**src/rtl/instruction_fetch_stage_pkg.sv**
```systemverilog
// Shared types and constants for the instruction fetch stage and its IF/ID register.
package instruction_fetch_stage_pkg;
  typedef enum logic [1:0] {S_IDLE, S_WAIT, S_HOLD} fetch_state_e;

  localparam logic [63:0] DEF_RESET_PC = 64'h0;
  localparam int unsigned PC_INC       = 4;
  localparam logic [31:0] NOP_INSTR    = 32'h0000_0013;  // addi x0, x0, 0
endpackage

```
**src/rtl/instruction_fetch_stage_if_id_reg.sv**
```systemverilog
// IF/ID pipeline register: flush beats load, load beats hold, otherwise a bubble.
module if_id_reg
  import instruction_fetch_stage_pkg::*;
#(
  parameter int unsigned PC_WIDTH = 64
) (
  input  logic                clk,
  input  logic                rst,
  input  logic                load_i,
  input  logic                hold_i,
  input  logic                flush_i,
  input  logic [PC_WIDTH-1:0] pc_i,
  input  logic [31:0]         instr_i,
  output logic                valid_o,
  output logic [PC_WIDTH-1:0] pc_o,
  output logic [31:0]         instr_o
);
  logic                valid_q;
  logic [PC_WIDTH-1:0] pc_q;
  logic [31:0]         instr_q;

  // A bubble only clears valid; pc/instr keep their last contents.
  always_ff @(posedge clk or posedge rst) begin
    if (rst) begin
      valid_q <= 1'b0;
      pc_q    <= '0;
      instr_q <= '0;
    end else if (flush_i) begin
      valid_q <= 1'b0;
    end else if (load_i) begin
      valid_q <= 1'b1;
      pc_q    <= pc_i;
      instr_q <= instr_i;
    end else if (!hold_i) begin
      valid_q <= 1'b0;
    end
  end

  assign valid_o = valid_q;
  assign pc_o    = pc_q;
  assign instr_o = instr_q;
endmodule

```
**src/rtl/instruction_fetch_stage.sv**
```systemverilog
// Fetch stage: owns the PC, keeps one imem request in flight, feeds IF/ID
// through a one-entry skid buffer and honours decode stall and EX redirect.
module instruction_fetch_stage
  import instruction_fetch_stage_pkg::*;
#(
  parameter int unsigned          PC_WIDTH  = 64,
  parameter logic [PC_WIDTH-1:0]  RESET_PC  = PC_WIDTH'(DEF_RESET_PC),
  parameter int unsigned          CNT_WIDTH = 32
) (
  input  logic                 clk,
  input  logic                 rst,
  output logic                 imem_req,
  output logic [PC_WIDTH-1:0]  imem_addr,
  input  logic                 imem_rvalid,
  input  logic [31:0]          imem_rdata,
  input  logic                 id_stall,
  input  logic                 redirect_valid,
  input  logic [PC_WIDTH-1:0]  redirect_pc,
  output logic                 if_id_valid,
  output logic [PC_WIDTH-1:0]  if_id_pc,
  output logic [31:0]          if_id_instr,
  output logic [CNT_WIDTH-1:0] fetch_count
);
  fetch_state_e         state_q, state_d;
  logic [PC_WIDTH-1:0]  pc_q, pc_d, fetch_pc_q, fetch_pc_d, skid_pc_q, skid_pc_d;
  logic [31:0]          skid_instr_q, skid_instr_d;
  logic                 squash_q, squash_d;
  logic [CNT_WIDTH-1:0] cnt_q, cnt_d;
  logic                 ld, accept;
  logic [PC_WIDTH-1:0]  ld_pc, redir_aligned;
  logic [31:0]          ld_instr;

  assign accept        = !id_stall || !if_id_valid;
  assign redir_aligned = {redirect_pc[PC_WIDTH-1:2], 2'b00};
  assign imem_req      = !rst && (state_q == S_IDLE) && !redirect_valid;
  assign imem_addr     = rst ? '0 : pc_q;
  assign fetch_count   = cnt_q;

  always_ff @(posedge clk or posedge rst) begin
    if (rst) begin
      state_q      <= S_IDLE;
      pc_q         <= RESET_PC;
      fetch_pc_q   <= RESET_PC;
      skid_pc_q    <= '0;
      skid_instr_q <= '0;
      squash_q     <= 1'b0;
      cnt_q        <= '0;
    end else begin
      state_q      <= state_d;
      pc_q         <= pc_d;
      fetch_pc_q   <= fetch_pc_d;
      skid_pc_q    <= skid_pc_d;
      skid_instr_q <= skid_instr_d;
      squash_q     <= squash_d;
      cnt_q        <= cnt_d;
    end
  end

  always_comb begin
    state_d      = state_q;
    pc_d         = pc_q;
    fetch_pc_d   = fetch_pc_q;
    skid_pc_d    = skid_pc_q;
    skid_instr_d = skid_instr_q;
    squash_d     = squash_q;
    cnt_d        = cnt_q;
    ld           = 1'b0;
    ld_pc        = fetch_pc_q;
    ld_instr     = imem_rdata;
    if (redirect_valid) begin
      pc_d = redir_aligned;
      // An in-flight request cannot be cancelled; mark its data for discard.
      if (state_q == S_WAIT && !imem_rvalid) begin
        squash_d = 1'b1;
      end else begin
        state_d  = S_IDLE;
        squash_d = 1'b0;
      end
    end else begin
      unique case (state_q)
        S_IDLE: begin
          fetch_pc_d = pc_q;
          state_d    = S_WAIT;
        end
        S_WAIT: if (imem_rvalid) begin
          if (squash_q) begin
            squash_d = 1'b0;
            state_d  = S_IDLE;
          end else if (accept) begin
            ld = 1'b1;
          end else begin
            skid_pc_d    = fetch_pc_q;
            skid_instr_d = imem_rdata;
            state_d      = S_HOLD;
          end
        end
        S_HOLD: if (accept) begin
          ld       = 1'b1;
          ld_pc    = skid_pc_q;
          ld_instr = skid_instr_q;
        end
        default: state_d = S_IDLE;
      endcase
    end
    if (ld) begin
      pc_d    = pc_q + PC_WIDTH'(PC_INC);
      cnt_d   = cnt_q + CNT_WIDTH'(1);
      state_d = S_IDLE;
    end
  end

  if_id_reg #(.PC_WIDTH(PC_WIDTH)) u_if_id (
    .clk     (clk),
    .rst     (rst),
    .load_i  (ld),
    .hold_i  (id_stall),
    .flush_i (redirect_valid),
    .pc_i    (ld_pc),
    .instr_i (ld_instr),
    .valid_o (if_id_valid),
    .pc_o    (if_id_pc),
    .instr_o (if_id_instr)
  );
endmodule

```
**config.mk**
```make
export PLATFORM = sky130hd
export DESIGN_NAME = instruction_fetch_stage
export DESIGN_NICKNAME = d
export VERILOG_FILES = /design/src/rtl/instruction_fetch_stage_pkg.sv /design/src/rtl/instruction_fetch_stage_if_id_reg.sv /design/src/rtl/instruction_fetch_stage.sv
export SDC_FILE = /design/constraint.sdc
export NUM_CORES = 1
export LEC_CHECK = 0
export ABC_AREA = 1
export ABC_CLOCK_PERIOD_IN_PS = 13300
export CORE_ASPECT_RATIO = 0.9
export CORE_MARGIN = 5
export CORE_UTILIZATION = 50
export DETAILED_ROUTE_END_ITERATION = 8
export GPL_ROUTABILITY_DRIVEN = 0
export PLACE_DENSITY = 0.81
export SETUP_SLACK_MARGIN = 0.3
export SLEW_MARGIN = 5
export SYNTH_ARGS = -nofsm -noshare
export SYNTH_HDL_FRONTEND = slang
export SYNTH_SLANG_ARGS = --single-unit
```
**constraint.sdc**
```tcl
create_clock -name clk -period 13.3 [get_ports clk]
set_clock_uncertainty 0.15 [all_clocks]
set_input_delay 1.995 -clock clk [delete_from_list [all_inputs] [get_ports clk]]
set_output_delay 1.995 -clock clk [all_outputs]
set_load 0.01 [all_outputs]
```
==> results of run 1 <==
-- logic make-up after synthesis --
kind of cell               after synthesis
AOI/OAI and AO/OA                      448
xor gates and xnor gates                30
adders and majority gates                6
buffers and inverters                  346
DFF                                    352
other                                    1
and+or+nand+nor                       1216
-- cell usage after synthesis (6+ instances only) --
master,instances
nand2_1,814
o21ai_0,391
dfrtp_1,352
nor2_1,228
inv_1,227
nand3_1,86
clkbuf_1,56
buf_2,46
o21ai_1,24
xor2_1,23
nor3_1,22
nand4_1,21
nor2_2,16
nand2_2,11
o21a_1,10
buf_4,9
a21oi_1,8
xnor2_1,7
ha_1,6
-- cells in the final DEF (no fill, tap or decap), types with 8 or more instances in the layout --
master / synthesis / layout
buf_4: 9 / 11
dfrtp_1: 352 / 352
clkbuf_8: 0 / 9
clkdlybuf4s50_1: 0 / 289
nand3_1: 86 / 86
nand2_1: 814 / 812
clkbuf_16: 0 / 40
clkbuf_1: 56 / 10
inv_1: 227 / 226
nor2_2: 16 / 16
o21ai_0: 391 / 391
nand2_2: 11 / 10
nor2_1: 228 / 228
o21a_1: 10 / 10
o21ai_1: 24 / 24
nor3_1: 22 / 22
a21oi_1: 8 / 8
xor2_1: 23 / 23
nand4_1: 21 / 21
-- metal layers --
metal  vias to the layer above  GRT usage  wire length, um
li1                       8035          -                -
met4                         0      0.116             2660
met3                       181     0.0534             5020
met1                      7863      0.369            22500
met2                       890      0.409            23800
met5                         -          0                0
-- worst max-delay path, delay by kind of cell --
kind	cells	cell delay [ns]
buffers and inverters	4	1.63
and+or+nand+nor	2	0.96
-- sequential cells by signal, summed over array words and instances, names as in the netlist --
| signal | cells |
|---|---|
| pc_q | 62 |
| fetch_count | 32 |
| u_if_id.pc_o | 64 |
| state_q | 2 |
| u_if_id.valid_o | 1 |
| u_if_id.instr_o | 32 |
| squash_q | 1 |
| skid_instr_q | 32 |
| skid_pc_q | 64 |
| fetch_pc_q | 62 |
-- where the power goes --
group	switching [W]	internal [W]
Sequential	0.000200	0.00136
Clock	0.000440	0.000626
Combinational	0.000610	0.000507
Total	0.00125	0.00250
-- final timing paths --
check / from / end / slack, ns / cells after the start
worst max-delay path: redirect_valid / imem_req / 6.51 / 6
worst min register to register: skid_instr_q[4] / skid_instr_q[4] / 0.33 / 2
worst min-delay path: skid_instr_q[4] / skid_instr_q[4] / 0.33 / 2
max in group asynchronous: rst / fetch_pc_q[28] / 8.71 / 5
min in group asynchronous: rst / fetch_pc_q[57] / 1.97 / 3
worst max register to register: state_q[0] / pc_q[5] / 9.01 / 10
-- cell type report --
cell class | instances | share of cell area
Clock buffer | 59 | 0.0525
Multi-Input combinational cell | 1702 | 0.343
Sequential cell | 352 | 0.398
Timing Repair Buffer | 301 | 0.135
Tap cell | 469 | 0.0265
Inverter | 233 | 0.0400
Antenna cell | 3 | 0.000339
Clock inverter | 10 | 0.00469
-- stage by stage --
step            util  total power, W
3_3_place_gp   0.595         0.00264
3_5_place_dp   0.595         0.00269
6_report       0.631         0.00375
2_1_floorplan      -         0.00211
5_1_grt        0.631         0.00397
4_1_cts        0.631         0.00377
==> results.tsv, run 1 <==
metric	value	unit
Setup violations, final	0	
crit share post-route	0.511	
DR iter-0 viols	1947	
GRT overflow	0	
Setup crit end kind	output pin	
MaxCap Viol Count	0	
Die X	209	um
placed cell count	3057	
Leakage Power	10.6	nW
fraction of the mapped netlist area in adder cells	0.00423	
initial antenna violation count	2	
Hold Buf Count CTS	0	
Root Driver	clkbuf_16	
layout cells sized above 1	0.0455	
Worst-Margin Slew	1.17	ns
XOR/XNOR share of the synthesized area	0.0148	
Post-DP HPWL	38.6	mm
Yosys warning count	0	
clock-pin transition on the worst setup and hold timing paths	0.06	ns
H-tree depth	2	
pwr dens	169	nW/um^2
cell mode on critical path	clkdlybuf4s50_1	
Data arrival, critical path	4.65	ns
DIE AREA	39400	um^2
Mapped Cells	2399	
Multi-input gate area	7600	um^2
sequential share of the synthesized area	0.496	
peak supply drop	0.0000815	V
number of port buffers	290	
Min Hold Slack	0.329	ns
main combinational cell family by area after synthesis	simple AND/OR/NAND/NOR gates	
Slew headroom	0.222	
Hold Crit Class	reg -> reg	
largest cells by area after synthesis	dfrtp_1 50%, nand2_1 17%, o21ai_0 11%	
Synth area leader	dfrtp_1	
I/O pins	295	
RSZ-0062 raised after global routing	false	
Final TNS setup	0	ns
mapped cell area	17800	um^2
post-CTS setup buffers	0	
# clock sinks	352	
Final Max Slew Viols	0	
wire per inst	17.3	um
Initial Util	0.507	
maximum root-to-sink buffer count	3	
WS Path Type	in -> out	
# resized after CTS	0	
fin crit period	6.79	ns
Critical Path Max Stage Delay	0.89	ns
Area Growth Syn to Fin	24.6	%
ys async rst share	1.00	
Yosys cell types	35	
Post-synth EDFFs	0	
Post-Synth Simple-Gate Area	0.277	
register area	8810	um^2
largest net degree at the start of global routing	150	
Finished Layout Cells	3129	
vias in the first global route	16000	
vias	17000	
CP max stage cell	nand2_4	
Layout fillers	3024	
First-pass DRT Iterations	9	
via/cell ratio	5.42	
Placeable Area	35100	um^2
Tot GR Track Use	0.266	
Synth Flop Type	dfrtp_1	
final wirelength	54.0	mm
DIE HEIGHT	189	um
design area	22100	um^2
status	complete, no violations	
Final Hold Vio Count	0	
Yosys top cell area share	0.496	
Seq cells post-synth	352	
CTS tree	done	
Crit Path Max Fanout	125	
DRC viols	0	
Compound-Gate Fraction of Synth Area	0.129	
CP Cell Sequence	clkdlybuf4s50_1, buf_4, inv_2, nand2_4, nor2_1, clkdlybuf4s50_1	
post-synthesis mux area share	0	
first-pass GRT wire length	85.5	mm
CTS Buf Count	39	
Worst-Skew Late Latency	0.54	ns
Detail Route Antenna Nets	0	
Post-Place Worst Slack	6.54	ns
DP Area	20900	um^2
Worst Setup Start Kind	input port	
Site Rows	65	
final worst slack	6.51	ns
Max Fclk	0.147	GHz
syn avg cell area	7.41	um^2
fin nets	2736	
Worst EP required	11.15	ns
(Power assumes the default switching activity.)
==> run 2: changes to the inputs <==
Settings changed: ABC_CLOCK_PERIOD_IN_PS 13300 to 6690.
Clock period 13.3 ns to 6.69 ns, I/O delays scaled along.
==> run 2 against run 1 <==
Net effect:
- routed wire length shrank 0.16%
- worst setup slack got worse by 3.8 ns
- sequential share of layout area down 0.22 points
- via count fell by 0.67%
- the run now ends with design-rule violations left
- non-clock buffer count is 1 higher
- global-route usage hardly changed
- cell area rose by 0.55%
- register-to-register slack got worse by 5.8 ns
==> results.tsv, run 2 (same netlist as run 1, synthesis figures left out) <==
metric	value	unit
status	finished, violations left	
violated checks	design-rule violations	
DRC viols	1	
Min Hold Slack	0.327	ns
GRT overflow	0	
Hold Crit Class	reg -> reg	
DIE HEIGHT	189	um
Top delay family on crit path	buffers and inverters	
cell mode on critical path	clkdlybuf4s50_1	
CTS Buf Count	39	
Area Growth Syn to Fin	25.2	%
Die X	209	um
Max Fclk	0.251	GHz
vias in the first global route	16000	
DR iter-0 viols	2037	
Slew headroom	0.121	
post-CTS setup buffers	0	
most common cell after layout, fill and taps aside	nand2_1	
Worst-Skew Late Latency	0.53	ns
vias	16900	
Site Rows	65	
Crit Path Max Fanout	37	
Placeable Area	35100	um^2
Final TNS setup	0	ns
First-pass DRT Iterations	9	
wire per inst	17.2	um
fin crit period	3.98	ns
via/cell ratio	5.38	
Final Hold Vio Count	0	
Worst Setup Start Kind	input port	
CP Cell Sequence	clkdlybuf4s50_1, buf_4, inv_2, nand2_4, nor2_1, clkdlybuf4s50_1	
MaxCap Viol Count	0	
WS Path Type	in -> out	
Final Max Slew Viols	0	
DIE AREA	39400	um^2
Root Driver	clkbuf_16	
peak supply drop	0.000192	V
Detail Route Antenna Nets	0	
final wirelength	53.9	mm
# resized after CTS	0	
Initial Util	0.507	
Tot GR Track Use	0.267	
Leakage Power	10.6	nW
largest net degree at the start of global routing	256	
I/O pins	295	
Hold Buf Count CTS	0	
layout cells sized above 1	0.0485	
final worst slack	2.71	ns
pwr dens	340	nW/um^2
Post-Place Worst Slack	2.53	ns
Post-DP HPWL	38.8	mm
Worst-Margin Slew	1.32	ns
fin nets	2737	
maximum root-to-sink buffer count	3	
Critical Path Max Stage Delay	0.53	ns
Finished Core Util	0.635	
initial antenna violation count	1	
Worst EP required	5.54	ns
# clock sinks	352	
number of port buffers	290	
RSZ-0062 raised after global routing	false	
first-pass GRT wire length	86.1	mm
H-tree depth	2	
CTS tree	done	
most frequent cells in the layout	812 x nand2_1, 391 x o21ai_0, 352 x dfrtp_1	
clock-pin transition on the worst setup and hold timing paths	0.06	ns
Setup crit end kind	output pin	
Setup violations, final	0	
Data arrival, critical path	2.82	ns
crit share post-route	0.595	
Buffers & Inverters on Critical Path	4	
CP max stage cell	clkdlybuf4s50_1	
run 2: stage by stage:
stage / std cells / power [W] / cell area, um^2
final: 3131 / 0.00756 / 22300
after global routing: 3131 / 0.00802 / 22300
after CTS: 3130 / 0.00760 / 22300
after detailed placement: 3058 / 0.00535 / 20900
after global placement: 3058 / 0.00526 / 20900
after floorplan: 2400 / 0.00420 / 17800
run 2: final timing paths:
| kind | startpoint | endpoint | slack (ns) | cells after the start |
|---|---|---|---|---|
| setup reg to reg | state_q[0] | fetch_count[12] | 3.24 | 10 |
| max in group asynchronous | rst | skid_instr_q[29] | 3.92 | 4 |
| setup / recovery | redirect_valid | imem_req | 2.71 | 6 |
| hold / removal | skid_pc_q[44] | skid_pc_q[44] | 0.33 | 2 |
| hold reg to reg | skid_pc_q[44] | skid_pc_q[44] | 0.33 | 2 |
| min in group asynchronous | rst | pc_q[62] | 1.00 | 3 |
run 2: layout make-up:
| class | instances | area, um^2 |
|---|---|---|
| Tap cell | 469 | 587 |
| Clock buffer | 59 | 1200 |
| Inverter | 233 | 881 |
| Sequential cell | 352 | 8810 |
| Clock inverter | 13 | 161 |
| Timing Repair Buffer | 302 | 3010 |
| Multi-Input combinational cell | 1702 | 7600 |
| Fill cell | 3000 | 12800 |
| Antenna cell | 1 | 2.50 |
run 2: where the power goes:
group	total, W	switching (W)	internal (W)	leakage (nW)
Clock	0.00223	0.000869	0.00136	0.681
Combinational	0.00221	0.00120	0.00101	5.36
Sequential	0.00312	0.000403	0.00271	4.59
run 2: worst reg2reg max path, stage by stage, from the launching register on:
cell and delay, ns:
dfrtp_1 0.40, inv_1 0.13, ha_1 0.26, nand2_4 0.34, nand2_1 0.27, nand3_4 0.11, inv_2 0.69, buf_4 0.53
nand2_1 0.18, nor2_1 0.14, xor2_1 0.17
run 2: layer usage:
layer	routed length [um]	track usage
met1	22500	0.362
met2	23700	0.410
met3	4920	0.0643
met4	2780	0.117
met5	0	0
